### config.mk
export PLATFORM = sky130hd
export DESIGN_NAME = itcm_arbiter
export DESIGN_NICKNAME = d
export VERILOG_FILES = /design/src/rtl/itcm_arbiter_pkg.sv /design/src/rtl/itcm_arb_route_fifo.sv /design/src/rtl/itcm_arbiter.sv
export SDC_FILE = /design/constraint.sdc
export NUM_CORES = 1
export LEC_CHECK = 0
export BUFFER_PORTS_ARGS = -buffer_cell sky130_fd_sc_hd__clkbuf_2
export CAP_MARGIN = 20
export CORE_AREA = 2 2 108 110
export DETAILED_ROUTE_END_ITERATION = 12
export DIE_AREA = 0 0 110 112
export GPL_TIMING_DRIVEN = 1
export SLEW_MARGIN = 0
export SYNTH_ARGS = -nofsm -noshare
export SYNTH_HDL_FRONTEND = slang
export SYNTH_SLANG_ARGS = --single-unit
### constraint.sdc
create_clock -name clk -period 2.3 [get_ports clk]
set_input_delay 0.115 -clock clk [delete_from_list [all_inputs] [get_ports clk]]
set_output_delay 0.115 -clock clk [all_outputs]
set_load 0.03 [all_outputs]
### src/rtl/itcm_arbiter_pkg.sv
// Shared definitions for the ITCM arbiter: source encodings, the routing FIFO
// entry layout, and the default number of outstanding memory commands.
package itcm_arbiter_pkg;

    localparam logic ITCM_SRC_IFU = 1'b0;
    localparam logic ITCM_SRC_LSU = 1'b1;

    localparam int unsigned ITCM_OUTS_DEPTH_DEFAULT = 2;

    // One routing FIFO entry: which requester issued the command and whether
    // its response must be dropped because the IFU was flushed.
    typedef struct packed {
        logic src;
        logic discard;
    } itcm_route_t;

    // Pointer width for a FIFO of the given depth (never narrower than 1 bit).
    function automatic int unsigned itcm_ptr_w(input int unsigned depth);
        return (depth > 1) ? $clog2(depth) : 1;
    endfunction

endpackage

### src/rtl/itcm_arb_route_fifo.sv
// In-order routing FIFO for the ITCM arbiter. Each entry records the source of
// an issued memory command plus a discard flag set by an IFU flush.
//
// Ports:
//   clk, rst_n        clock, asynchronous active-low reset
//   push, push_src    enqueue an entry for a command handshake (ignored when full)
//   pop               dequeue the head on a response handshake (ignored when empty)
//   flush_ifu         mark every valid IFU entry as discard
//   full, empty       occupancy status
//   head_src          source of the head entry
//   head_discard      head must be dropped (includes a flush in this very cycle)
module itcm_arb_route_fifo
    import itcm_arbiter_pkg::*;
#(
    parameter int unsigned DEPTH = ITCM_OUTS_DEPTH_DEFAULT
) (
    input  logic clk,
    input  logic rst_n,
    input  logic push,
    input  logic push_src,
    input  logic pop,
    input  logic flush_ifu,
    output logic full,
    output logic empty,
    output logic head_src,
    output logic head_discard
);

    localparam int unsigned PTR_W = itcm_ptr_w(DEPTH);

    logic [PTR_W-1:0]        wptr_q, wptr_d;
    logic [PTR_W-1:0]        rptr_q, rptr_d;
    logic [DEPTH-1:0]        vld_q, vld_d;
    itcm_route_t [DEPTH-1:0] ent_q, ent_d;

    logic push_ok;
    logic pop_ok;

    // Wrapping increment that also works for non-power-of-two depths.
    function automatic logic [PTR_W-1:0] ptr_inc(input logic [PTR_W-1:0] p);
        if (32'(p) == DEPTH - 1) begin
            return '0;
        end
        return p + PTR_W'(1);
    endfunction

    assign full    = &vld_q;
    assign empty   = ~|vld_q;
    assign push_ok = push & ~full;
    assign pop_ok  = pop & ~empty;

    // A flush in the head's handshake cycle must drop that response too, so
    // the flush is folded into the head view combinationally.
    assign head_src     = ent_q[rptr_q].src;
    assign head_discard = ent_q[rptr_q].discard
                        | (flush_ifu & vld_q[rptr_q] & (ent_q[rptr_q].src == ITCM_SRC_IFU));

    // Next-state: flush marking, then pop, then push (new entries are never marked).
    always_comb begin
        vld_d  = vld_q;
        ent_d  = ent_q;
        wptr_d = wptr_q;
        rptr_d = rptr_q;

        if (flush_ifu) begin
            for (int i = 0; i < int'(DEPTH); i++) begin
                if (vld_q[i] && (ent_q[i].src == ITCM_SRC_IFU)) begin
                    ent_d[i].discard = 1'b1;
                end
            end
        end

        if (pop_ok) begin
            vld_d[rptr_q] = 1'b0;
            rptr_d        = ptr_inc(rptr_q);
        end

        if (push_ok) begin
            vld_d[wptr_q] = 1'b1;
            ent_d[wptr_q] = '{src: push_src, discard: 1'b0};
            wptr_d        = ptr_inc(wptr_q);
        end
    end

    // State registers.
    always_ff @(posedge clk or negedge rst_n) begin
        if (!rst_n) begin
            vld_q  <= '0;
            ent_q  <= '0;
            wptr_q <= '0;
            rptr_q <= '0;
        end else begin
            vld_q  <= vld_d;
            ent_q  <= ent_d;
            wptr_q <= wptr_d;
            rptr_q <= rptr_d;
        end
    end

endmodule

### src/rtl/itcm_arbiter.sv
// Shares the single-port ITCM between the IFU fetch port and the LSU data port.
// One command is granted per cycle; the source of each issued command is kept in
// an in-order routing FIFO so responses return to their issuer. IFU responses
// still in flight are dropped when the pipeline is flushed.
//
// Configuration: define ITCM_ARB_RR_EN for round-robin arbitration; otherwise
// fixed priority with LSU over IFU.
//
// Ports:
//   clk, rst_n                          clock, asynchronous active-low reset
//   ifu_req_* / ifu_rsp_* / ifu_flush   IFU fetch command, response, flush pulse
//   lsu_req_* / lsu_rsp_*               LSU load/store command and response
//   mem_cmd_* / mem_rsp_*               ITCM command and in-order response
module itcm_arbiter
    import itcm_arbiter_pkg::*;
#(
    parameter int unsigned AW         = 32,
    parameter int unsigned DW         = 32,
    parameter int unsigned OUTS_DEPTH = ITCM_OUTS_DEPTH_DEFAULT
) (
    input  logic            clk,
    input  logic            rst_n,

    input  logic            ifu_req_valid,
    output logic            ifu_req_ready,
    input  logic [AW-1:0]   ifu_req_pc,
    output logic            ifu_rsp_valid,
    input  logic            ifu_rsp_ready,
    output logic [DW-1:0]   ifu_rsp_instr,
    input  logic            ifu_flush,

    input  logic            lsu_req_valid,
    output logic            lsu_req_ready,
    input  logic [AW-1:0]   lsu_req_addr,
    input  logic [DW-1:0]   lsu_req_wdata,
    input  logic            lsu_req_we,
    input  logic [DW/8-1:0] lsu_req_wmask,
    output logic            lsu_rsp_valid,
    input  logic            lsu_rsp_ready,
    output logic [DW-1:0]   lsu_rsp_rdata,

    output logic            mem_cmd_valid,
    input  logic            mem_cmd_ready,
    output logic [AW-1:0]   mem_cmd_addr,
    output logic [DW-1:0]   mem_cmd_wdata,
    output logic            mem_cmd_we,
    output logic [DW/8-1:0] mem_cmd_wmask,
    input  logic            mem_rsp_valid,
    output logic            mem_rsp_ready,
    input  logic [DW-1:0]   mem_rsp_rdata
);

    logic fifo_full;
    logic fifo_empty;
    logic head_src;
    logic head_discard;
    logic grant_lsu;
    logic grant_ifu;
    logic cmd_hs;
    logic rsp_hs;

    // Arbitration: pick the winner among valid requesters.
`ifdef ITCM_ARB_RR_EN
    // Source that wins the next contested cycle; moves only on a handshake.
    logic rr_q, rr_d;

    always_comb begin
        grant_lsu = lsu_req_valid;
        if (ifu_req_valid && lsu_req_valid) begin
            grant_lsu = (rr_q == ITCM_SRC_LSU);
        end
        rr_d = rr_q;
        if (cmd_hs) begin
            rr_d = grant_lsu ? ITCM_SRC_IFU : ITCM_SRC_LSU;
        end
    end

    always_ff @(posedge clk or negedge rst_n) begin
        if (!rst_n) begin
            rr_q <= ITCM_SRC_IFU;
        end else begin
            rr_q <= rr_d;
        end
    end
`else
    assign grant_lsu = lsu_req_valid;
`endif

    assign grant_ifu = ifu_req_valid & ~grant_lsu;

    // Command path: no issue when the routing FIFO is full, even if it pops now.
    assign mem_cmd_valid = (ifu_req_valid | lsu_req_valid) & ~fifo_full;
    assign ifu_req_ready = grant_ifu & mem_cmd_ready & ~fifo_full;
    assign lsu_req_ready = grant_lsu & mem_cmd_ready & ~fifo_full;
    assign cmd_hs        = mem_cmd_valid & mem_cmd_ready;

    // Winner's payload onto the ITCM command; fetches are always reads.
    always_comb begin
        mem_cmd_addr  = ifu_req_pc;
        mem_cmd_wdata = '0;
        mem_cmd_we    = 1'b0;
        mem_cmd_wmask = '0;
        if (grant_lsu) begin
            mem_cmd_addr  = lsu_req_addr;
            mem_cmd_wdata = lsu_req_wdata;
            mem_cmd_we    = lsu_req_we;
            mem_cmd_wmask = lsu_req_wmask;
        end
    end

    // Response steering from the routing FIFO head.
    always_comb begin
        ifu_rsp_valid = 1'b0;
        lsu_rsp_valid = 1'b0;
        mem_rsp_ready = 1'b0;
        if (!fifo_empty) begin
            if (head_discard) begin
                mem_rsp_ready = 1'b1;
            end else if (head_src == ITCM_SRC_LSU) begin
                lsu_rsp_valid = mem_rsp_valid;
                mem_rsp_ready = lsu_rsp_ready;
            end else begin
                ifu_rsp_valid = mem_rsp_valid;
                mem_rsp_ready = ifu_rsp_ready;
            end
        end
    end

    assign rsp_hs        = mem_rsp_valid & mem_rsp_ready;
    assign ifu_rsp_instr = mem_rsp_rdata;
    assign lsu_rsp_rdata = mem_rsp_rdata;

    itcm_arb_route_fifo #(
        .DEPTH (OUTS_DEPTH)
    ) u_route_fifo (
        .clk          (clk),
        .rst_n        (rst_n),
        .push         (cmd_hs),
        .push_src     (grant_lsu ? ITCM_SRC_LSU : ITCM_SRC_IFU),
        .pop          (rsp_hs),
        .flush_ifu    (ifu_flush),
        .full         (fifo_full),
        .empty        (fifo_empty),
        .head_src     (head_src),
        .head_discard (head_discard)
    );

endmodule

Yosys cells after proc, flatten, opt, wreduce, memory -nomap -nowiden
Index checks and enable logic that the tools add are counted.

word-level totals
  bits in registers = 8
  input port bits = 142
  output and inout port bits = 139
  word-level logic and storage cells = 81

cells by class
  $add $sub $neg = 2
  $lt $le $gt $ge = 4
  multiplexer cells = 40
  bitwise gates (word level) = 22
  reduce and logical (&&, ||, !) cells = 6

operators by type and width
  operator                                             count
  2-to-1 mux 32 bit                                    2
  2-to-1 mux 1 bit                                     27
  bitwise AND 1 bit                                    12
  2-to-1 mux 2 bit                                     5
  NOT 1 bit                                            5
  bitwise mux 4 bit                                    1
  logical AND 1 bit                                    4
  < comparator 1 x 2 -> 1 bit (second input constant)  2
  2-to-1 mux 4 bit                                     1
  2-to-1 mux 3 bit                                     1
  adder 1 bit (second input constant)                  2
  bitwise AND 2 bit                                    1
  demux 1 bit (select 1 bit)                           2
  demux 2 bit (select 1 bit)                           1
  >= comparator 1 bit (second input constant)          2
  NOT 2 bit                                            1
  bitwise OR 1 bit                                     2
  bitwise OR 2 bit                                     1
  AND reduction 2 bit                                  1
  OR reduction 2 bit                                   1

Logic depth before layout (Yosys ltp)
Gate-level depths: netlist of the first run.

  word-level depth = 12
  gate-level depth with buffers = 5
  mapped depth without buffers = 4

Cells and area by module
From an unflattened synthesis of the first run, not the netlist that was laid out.

second synthesis, totals
  cells, all modules = 189
  area, all modules = 1767.9 um^2

modules (own cells, without submodules)
  module               times used  cells each  area an instance (um^2)  seq. area each (um^2)
  itcm_arbiter         1           153         1378.8                   0.0
  itcm_arb_route_fifo  1           36          389.1                    200.2

Least setup slack after synthesis of the first run
OpenSTA, ideal clock, no wires.

  path type = reg2reg
  start = register u_route_fifo.vld_q[0]
  end = register u_route_fifo.ent_q[1] (netlist bit)
  library setup time = 125 ps
  arrival = 1716 ps
  required time = 2175 ps
  path slack = 459 ps
  cell stages (with the launch flop) = 5
  buffers on the path = 0
  clock period less this slack = 1841 ps
  path through = dfrtp_1 -> a2bb2oi_1 -> nand2_1 -> nor2_1 -> mux2_2

between the ends
  longest elaborated chain between the ends = 5

ends and longest elaborated chain
  what                      line                       RTL
  start: declaration        itcm_arb_route_fifo.sv:33  logic [DEPTH-1:0] vld_q, vld_d;
  start signal: assignment  itcm_arb_route_fifo.sv:93  vld_q <= vld_d;
  AND reduction 2 bit       itcm_arb_route_fifo.sv:47  assign full = &vld_q;
  NOT 1 bit                 itcm_arbiter.sv:92         assign mem_cmd_valid = (ifu_req_valid | lsu_req_valid) & ~fifo_full;
  bitwise AND 1 bit         itcm_arbiter.sv:92
  named net mem_cmd_valid   itcm_arbiter.sv:42         output logic mem_cmd_valid,
  bitwise AND 1 bit         itcm_arbiter.sv:95         assign cmd_hs = mem_cmd_valid & mem_cmd_ready;
  bitwise AND 1 bit         itcm_arb_route_fifo.sv:49  assign push_ok = push & ~full;
  end signal: assignment    itcm_arb_route_fifo.sv:94  ent_q <= ent_d;
  end: declaration          itcm_arb_route_fifo.sv:34  itcm_route_t [DEPTH-1:0] ent_q, ent_d;

The timed path passes the listed nets, and every way through them passes these cells.
A chain may end at the register's enable or synchronous reset.

Worst setup path in the final report of the first run
  start = register u_route_fifo.rptr_q
  end = output port mem_rsp_ready

between the ends
  longest elaborated chain between the ends = 7
  elaborated cells between the ends (all ways) = 11
  classes of those cells = mux: 7; bitwise: 4

ends and longest elaborated chain
  what                                                                                     line                                                  RTL
  start: declaration                                                                       itcm_arb_route_fifo.sv:32                             logic [PTR_W-1:0] rptr_q, rptr_d;
  start signal: assignment                                                                 itcm_arb_route_fifo.sv:96                             rptr_q <= rptr_d;
  2-to-1 mux 1 bit (not written as such) or 2-to-1 mux 2 bit (tied branches) (2 in a row)  itcm_arb_route_fifo.sv:56, itcm_arb_route_fifo.sv:54
  bitwise AND 1 bit or NOT 1 bit (tied branches)                                           itcm_arb_route_fifo.sv:56                             | (flush_ifu & vld_q[rptr_q] & (ent_q[rptr_q].src == ITCM_SRC_IFU));
  bitwise AND 1 bit                                                                        itcm_arb_route_fifo.sv:56
  bitwise OR 1 bit                                                                         itcm_arb_route_fifo.sv:56
  2-to-1 mux 1 bit (*)                                                                     itcm_arbiter.sv:117                                   if (head_discard) begin
  2-to-1 mux 1 bit (*)                                                                     itcm_arbiter.sv:116                                   if (!fifo_empty) begin
  end: declaration                                                                         itcm_arbiter.sv:49                                    output logic mem_rsp_ready,

Mark *: on every way between the ends. The rest lies on a longest branch, timed or not. The select of a mux whose other input is x is not followed.

==> results of run 1 <==
==> critical path, delay by kind of cell, from the launching register on <==
family | cells | cell delay (ns)
flops | 1 | 0.50
compound gates | 1 | 0.12
mux | 2 | 0.74
buf+inv | 1 | 0.22
==> worst max path at each step <==
stage | endpoint | slack, ns | cells after the start
6_report | mem_rsp_ready | 0.36 | 4
5_1_grt | mem_rsp_ready | 0.32 | 4
4_1_cts | mem_rsp_ready | 0.41 | 4
3_5_place_dp | mem_rsp_ready | 0.66 | 4
3_3_place_gp | mem_rsp_ready | 0.74 | 4
2_1_floorplan | u_route_fifo.ent_q[1]$_DFFE_PN0P_ | 0.46 | 4
==> sequential cells by signal, summed over array words and instances, names as in the netlist <==
name	flops
u_route_fifo.ent_q	4
u_route_fifo.vld_q	2
u_route_fifo.rptr_q	1
u_route_fifo.wptr_q	1
==> logic make-up after synthesis <==
| group | count (synthesis) |
|---|---|
| simple gates | 51 |
| mux | 37 |
| buf+inv | 78 |
| flops | 8 |
| xor+xnor | 1 |
| compound gates | 14 |
==> cells in the final DEF, fill, tap and decap left out, drive strengths merged <==
cell type,count
a31oi,2
nor2,5
o32a,1
dfrtp,8
buf,2
xnor2,1
and2,37
o21ai,3
clkbuf,187
dlygate4sd3,1
a21oi,3
o22ai,1
a2bb2oi,1
nor2b,1
inv,5
a22oi,1
nand3,1
and4b,1
a211o,1
and3,1
a32oi,1
nand2,5
mux2i,2
mux2,35
==> through the flow <==
| stage | hold slack, ns | power [mW] |
|---|---|---|
| finish | 0.214 | 1.45 |
| global route | 0.230 | 1.53 |
| CTS | 0.218 | 1.45 |
| global placement | -0.0248 | 1.13 |
| floorplan | -0.181 | 1.09 |
| detailed placement | -0.0230 | 1.14 |
==> cell type report <==
| type | instances | area (µm²) |
|---|---|---|
| Fill cell | 1224 | 8940 |
| Multi-Input combinational cell | 103 | 817 |
| Timing Repair Buffer | 187 | 946 |
| Sequential cell | 8 | 200 |
| Inverter | 5 | 18.8 |
| Clock buffer | 3 | 75.1 |
| Tap cell | 143 | 179 |
==> repair_timing <==
action | CTS | global route
gates resized for setup | 0 | 0
hold buffers | 1 | 0
endpoints found under the setup margin | 0 | 0
endpoints found under the hold margin | 8 | 0
==> power groups by stage <==
stage               Clock, mW  Sequential (mW)  Combinational, mW
floorplan                   0            0.265              0.830
global placement            0            0.295              0.830
detailed placement          0            0.299              0.846
CTS                     0.303            0.298              0.848
global route            0.308            0.312              0.913
finish                  0.299            0.303              0.845
==> routing by layer <==
layer	part of all wire	track usage	routed length [µm]
met5	0	0	0
met2	0.52	0.149	2980
met4	0.0092	0.0203	53
met1	0.38	0.0994	2170
met3	0.097	0.0211	560
==> run metrics, run 1 <==
Simple-Gate Fraction of Synth Area 0.190; count leader, synth buf_4; H-tree level count 1; iteration count of the initial detailed-routing pass 4; Core ar. 0.0112 mm²; Slew HR 0.688; hold path depth 4; net load switching power 669 µW; TNS Setup 0 ns; post-route cell area 0.00224 mm²; die area 0.0123 mm²; Layout Skew between 0.0015 and 0.002 ns; per-cell routed wire length 12.8 µm; Critical Path Most Common Cell mux2i_1; Reg2Reg Depth 4; Mapped Cells 189; area fraction of the dominant cell type after synthesis 0.307; row count 39; CP peak stage delay 0.50 ns; Worst R2R End u_route_fifo.rptr_q$_DFFE_PN0N_; Crit path required time 2.18 ns; total grt overflow 0; Worst Setup Start Kind flop; asr flop ratio synth 1.00; Final Max Slew Viols 0; GRT Util Overall 0.0839; IO buf count 184; CP max-delay cell dfrtp_1; Syn-to-layout area delta 43.1%; worst endpoint data arrival time 1.82 ns; share of cells above drive strength 1 0.739; placed cell count between 400 and 500; Top FF cell, synth dfrtp_1; final cell count without fillers ~450; CP Capture Type output pin; r2r setup slk ~0.69 ns; synth warn 0; combinational share of power 0.584; Crit. Startpoint u_route_fifo.rptr_q$_DFFE_PN0N_; highest clock rate 0.517 GHz; Hold Path Class input port to flop; Seq/Total Area, Yosys 0.128; DP Wirelength around 5100 µm; post-route core utilization 0.200; Longest Clk Path Bufs 2; initial antenna violation count 0; most frequent cells after synthesis 64 x buf_4, 37 x and2_1, 35 x mux2_2, 8 x dfrtp_1; number of flops mapped to enable cells by yosys 0; Initial Util 0.140; hold path endpoint u_route_fifo.vld_q[1]$_DFF_PN0_; clk sink count 8; initial DRC count 87; unrepaired setup endpoints after global routing no; Compound-Gate Fraction of Synth Area 0.0624; VDD IR max ~0.52 mV; r2r startpoint u_route_fifo.rptr_q$_DFFE_PN0N_; Net Sw Frac 0.462; Adder-Cell Fraction of Synth Area 0; Pwr Density 647 mW/mm²; worst slack, placed between 0.6 and 0.7 ns; fin crit share 0.842; CTS Root Buffer Type clkbuf_16; pin count of the biggest net entering global routing 53; Clock Power Share 0.207; Max FO, Critical Path 9; Post CTS Setup Buffer Count 0; #FFs+latches synth 8; Int Power 778 µW; max-cap viol count 0; final worst slack 0.364 ns; Worst-Margin Slew 0.455 ns; Crit Path Category flop to output pin; Synth area leaders buf_4 31%, mux2_2 25%, and2_1 15%; Antenna Cells 0; Residual DRC 0; clk slew on worst S/H paths 0.04 ns; xor and xnor area share after synthesis 0.00560; mux cell area share after synthesis 0.265; Die Y 112 µm; min-delay src mem_rsp_valid; first-pass GRT wire length ~8000 µm; Syn Area/Cell 8.27 µm²; total number of vias 1665; status completed; CTS tree done; largest family of logic cells by synthesized area buffers and inverters; Leakage 1.26 nW; post-route ant nets 0; clock latency on the worst-skew pair approximately 0.24 ns; worst path cell trace mux2i_1, mux2i_1, a22oi_1, clkbuf_2; via/cell ratio 3.71; RD Place Congestion between 0.7 and 0.8; Distinct cells, synth 27; min cycle time layout 1.94 ns; Synth area leader buf_4; vias in the first global route 1607; CTS buffer count 3; Final Hold Viols 0; Cell Area, Placed roughly 0.0022 mm²; Net count, final 450; DRT Wirelength just under 6000 µm; I/O Pins 281; Final Setup Violations 0; fraction of power consumed by sequential logic 0.209; DIE WIDTH between 100 and 150 µm; Post-Syn Area about 0.0016 mm²; Synthesized Nets 331
Note: power is estimated with default switching activity, not from simulation.
==> run 2, diff against run 1 <==
--- a/config.mk
+++ b/config.mk
@@ -5,11 +5,12 @@
 export SDC_FILE = /design/constraint.sdc
 export NUM_CORES = 1
 export LEC_CHECK = 0
+export ABC_AREA = 1
 export BUFFER_PORTS_ARGS = -buffer_cell sky130_fd_sc_hd__clkbuf_2
 export CAP_MARGIN = 20
-export CORE_AREA = 2 2 108 110
+export CORE_AREA = 2 2 110 112
 export DETAILED_ROUTE_END_ITERATION = 12
-export DIE_AREA = 0 0 110 112
+export DIE_AREA = 0 0 112 114
 export GPL_TIMING_DRIVEN = 1
 export SLEW_MARGIN = 0
 export SYNTH_ARGS = -nofsm -noshare
==> constraint.sdc (replaced) <==
create_clock -name clk -period 1.8 [get_ports clk]
set_input_delay 0.09 -clock clk [delete_from_list [all_inputs] [get_ports clk]]
set_output_delay 0.09 -clock clk [all_outputs]
set_load 0.03 [all_outputs]
==> run 2 against run 1 <==
Against the previous run:
- global-route usage increased by 1.1 points
- largest power group unchanged
- flip-flop and latch count unchanged
- via count up 22%
- core utilization is essentially flat
- sequential power grew 18%
- critical endpoint is now ifu_rsp_valid
- non-clock buffer count rose by 1
- first-iteration DRC count is 1.1% higher
- synthesized cell count rose by 66%
- total power is 31% higher
- register-to-register slack lost 0.18 ns
- area after synthesis up 6.2%
- combinational power rose by 37%
==> run metrics, run 2 <==
status completed; Final Setup Violations 0 (unchanged); routed length on met1 2470 µm (+14%); Worst R2R End u_route_fifo.ent_q[1]$_DFFE_PN0P_; VDD IR max 0.809 mV (+55%); Slew HR 0.763 (+0.0744); CP peak stage delay 0.43 ns (-0.07 ns); DP Wirelength 5750 µm (+13%); Int Power 957 µW (+23%); hold path depth 4 (unchanged); Initial Util 0.142 (+0.00192); worst path cell trace or2_2, o21ai_2, nand3_1, a21oi_1, clkbuf_2; DIE WIDTH 112 µm (+1.8%); most frequent cells after synthesis 158 x nand2_1, 65 x buf_4, 49 x inv_1, 10 x clkbuf_1, 8 x dfrtp_1; IO buf count 184 (unchanged); clk slew on worst S/H paths 0.04 ns (about the same); Synthesized Nets 456 (+38%); hold path endpoint u_route_fifo.wptr_q$_DFFE_PN0P_; first-pass GRT wire length 9730 µm (+20%); combinational share of power 0.614 (+0.030); clk sink count 8 (unchanged); most common cell after layout, fill and taps aside clkbuf_2; worst slack, placed 0.442 ns (-0.220 ns); die area 0.0128 mm² (+3.6%); asr flop ratio synth 1.00 (unchanged); final worst slack 0.183 ns (-0.181 ns); fin crit share 0.898; Final Max Slew Viols 0 (unchanged); Top FF cell, synth dfrtp_1; max layer used met4; total power 1.90 mW (+31%); vias in the first global route 1868 (+16%); Worst-Margin Slew 0.356 ns (-0.0986 ns); Mapped Cells 314 (+66%); CTS buffer count 3 (unchanged); min cycle time layout around 1.6 ns; Final Hold Viols 0 (unchanged); total number of vias 2036 (+22%); row count 40 (+2.6%); Syn Area/Cell 5.29 µm² (-36%); Core ar. 0.0117 mm² (+4.8%); max FFs per register 4 (unchanged); r2r startpoint u_route_fifo.vld_q[0]$_DFF_PN0_; met2 routed WL 3090 µm (+3.9%); r2r setup slk 0.51 ns (-0.18 ns); Synth area leader nand2_1; pin count of the biggest net entering global routing 38 (-28%); unrepaired setup endpoints after global routing no; clock latency on the worst-skew pair 0.23 ns (about the same); initial antenna violation count 0 (unchanged); net load switching power 941 µW (+41%); Syn-to-layout area delta 41.4%; cts repair resizes 0 (unchanged); metal3 WL 859 µm (+53%); Max FO, Critical Path 7 (-2); highest clock rate approximately 0.62 GHz; top flop regs u_route_fifo.ent_q x4, u_route_fifo.vld_q x2; post-route ant nets 0 (unchanged); Clock Power Share 0.198 (-0.009); area fraction of the dominant cell type after synthesis 0.357 (+0.0498); worst endpoint data arrival time 1.53 ns (-0.29 ns); CP max-delay cell dfrtp_1; DRT Wirelength 6450 µm (+12%); max-cap viol count 0 (unchanged); total grt overflow 0 (unchanged); min-delay src mem_cmd_ready; Leakage 1.77 nW (+41%); Layout Skew 0.00135 ns (-0.000466 ns); initial DRC count 88 (+1.1%); I/O Pins 281 (unchanged); Hold Path Class input port to flop; Net count, final 574 (+28%); Seq/Total Area, Yosys 0.121 (-0.00753); Crit Path Category flop to output pin; synth warn 0 (unchanged); Crit path required time 1.71 ns (-0.47 ns); Antenna Cells 0 (unchanged); TNS Setup 0 ns (unchanged); number of flops mapped to enable cells by yosys 0 (unchanged); H-tree level count 1 (unchanged); CP Capture Type output pin; per-cell routed wire length 11.2 µm (-13%); iteration count of the initial detailed-routing pass 4 (unchanged); GRT Util Overall 0.0946 (+0.0107); Longest Clk Path Bufs 2 (unchanged); share of cells above drive strength 1 0.465 (-0.273); Die Y 114 µm (+1.8%); Post-Syn Area 0.00166 mm² (+6.2%); count leader, synth nand2_1; Post CTS Setup Buffer Count 0 (unchanged); commonest non-fill, non-tap cells in the layout 184 x clkbuf_2, 158 x nand2_1, 49 x inv_1; via/cell ratio 3.53 (-4.8%); CTS tree done; Biggest register u_route_fifo.ent_q; Reg2Reg Depth 7 (+3); RD Place Congestion 0.848 (+12%); Pwr Density 808 mW/mm² (+25%); Synth area leaders nand2_1 36%, buf_4 29%, dfrtp_1 12%; Distinct cells, synth 20 (-26%); Worst Setup Start Kind flop; CTS Root Buffer Type clkbuf_16; Residual DRC 0 (unchanged); fraction of power consumed by sequential logic 0.189 (-0.020); #FFs+latches synth 8 (unchanged); Net Sw Frac 0.496 (+0.0337)
## run 2: power by group through the flow
stage	Combinational [mW]	Clock, mW	Sequential (mW)
floorplan	1.08	0	0.340
global placement	1.16	0	0.360
detailed placement	1.17	0	0.358
CTS	1.18	0.380	0.358
global route	1.30	0.387	0.371
finish	1.16	0.375	0.358
## run 2: timing repair
item                                    in CTS  in global routing
hold endpoints to repair                     8                  0
hold buffers                                 1                  0
endpoints found under the setup margin       0                  0
## run 2: cells by family after synthesis
kind of cell,share of synthesized area
buf+inv,0.433
flops,0.121
compound gates,0.0347
simple gates,0.411
## run 2: how the worst max path moves through the flow
stage                    end  slack [ns]                       startpoint
2_1_floorplan  ifu_req_ready        0.27                    lsu_req_valid
3_3_place_gp   ifu_rsp_valid        0.44  u_route_fifo.rptr_q$_DFFE_PN0N_
3_5_place_dp   ifu_rsp_valid        0.44  u_route_fifo.rptr_q$_DFFE_PN0N_
4_1_cts        ifu_rsp_valid        0.19  u_route_fifo.rptr_q$_DFFE_PN0N_
5_1_grt        ifu_rsp_valid        0.11  u_route_fifo.rptr_q$_DFFE_PN0N_
6_report       ifu_rsp_valid        0.18  u_route_fifo.rptr_q$_DFFE_PN0N_
## run 2: critical path, delay by kind of cell (launching register included)
| family | cells | cell delay [ns] |
|---|---|---|
| and+or+nand+nor | 2 | 0.44 |
| DFF | 1 | 0.43 |
| buffers and inverters | 1 | 0.22 |
| AOI/OAI and AO/OA | 2 | 0.21 |
## run 2: area by class of cell
class                      count  area (µm²)
sequential                     8         200
multi-input combinational    180         741
fill                        1428        9360
clock buffer                   3        75.1
timing repair buffer         188         953
tap                          147         184
inverter                      51         194
## run 2: metal layers
metal	vias to the layer above	track usage
met2	148	0.162
met5	-	0
met1	813	0.108
li1	1071	-
met4	0	0.0130
met3	4	0.0505
## run 2: metrics by stage
stage           util  instances  hold WS [ns]  area, µm²
2_1_floorplan      -        314        -0.206       1660
3_3_place_gp   0.193        573       -0.0544       2260
3_5_place_dp   0.193        573       -0.0490       2260
4_1_cts        0.200        577         0.180       2350
5_1_grt        0.200        577         0.180       2350
6_report       0.200        577         0.177       2350
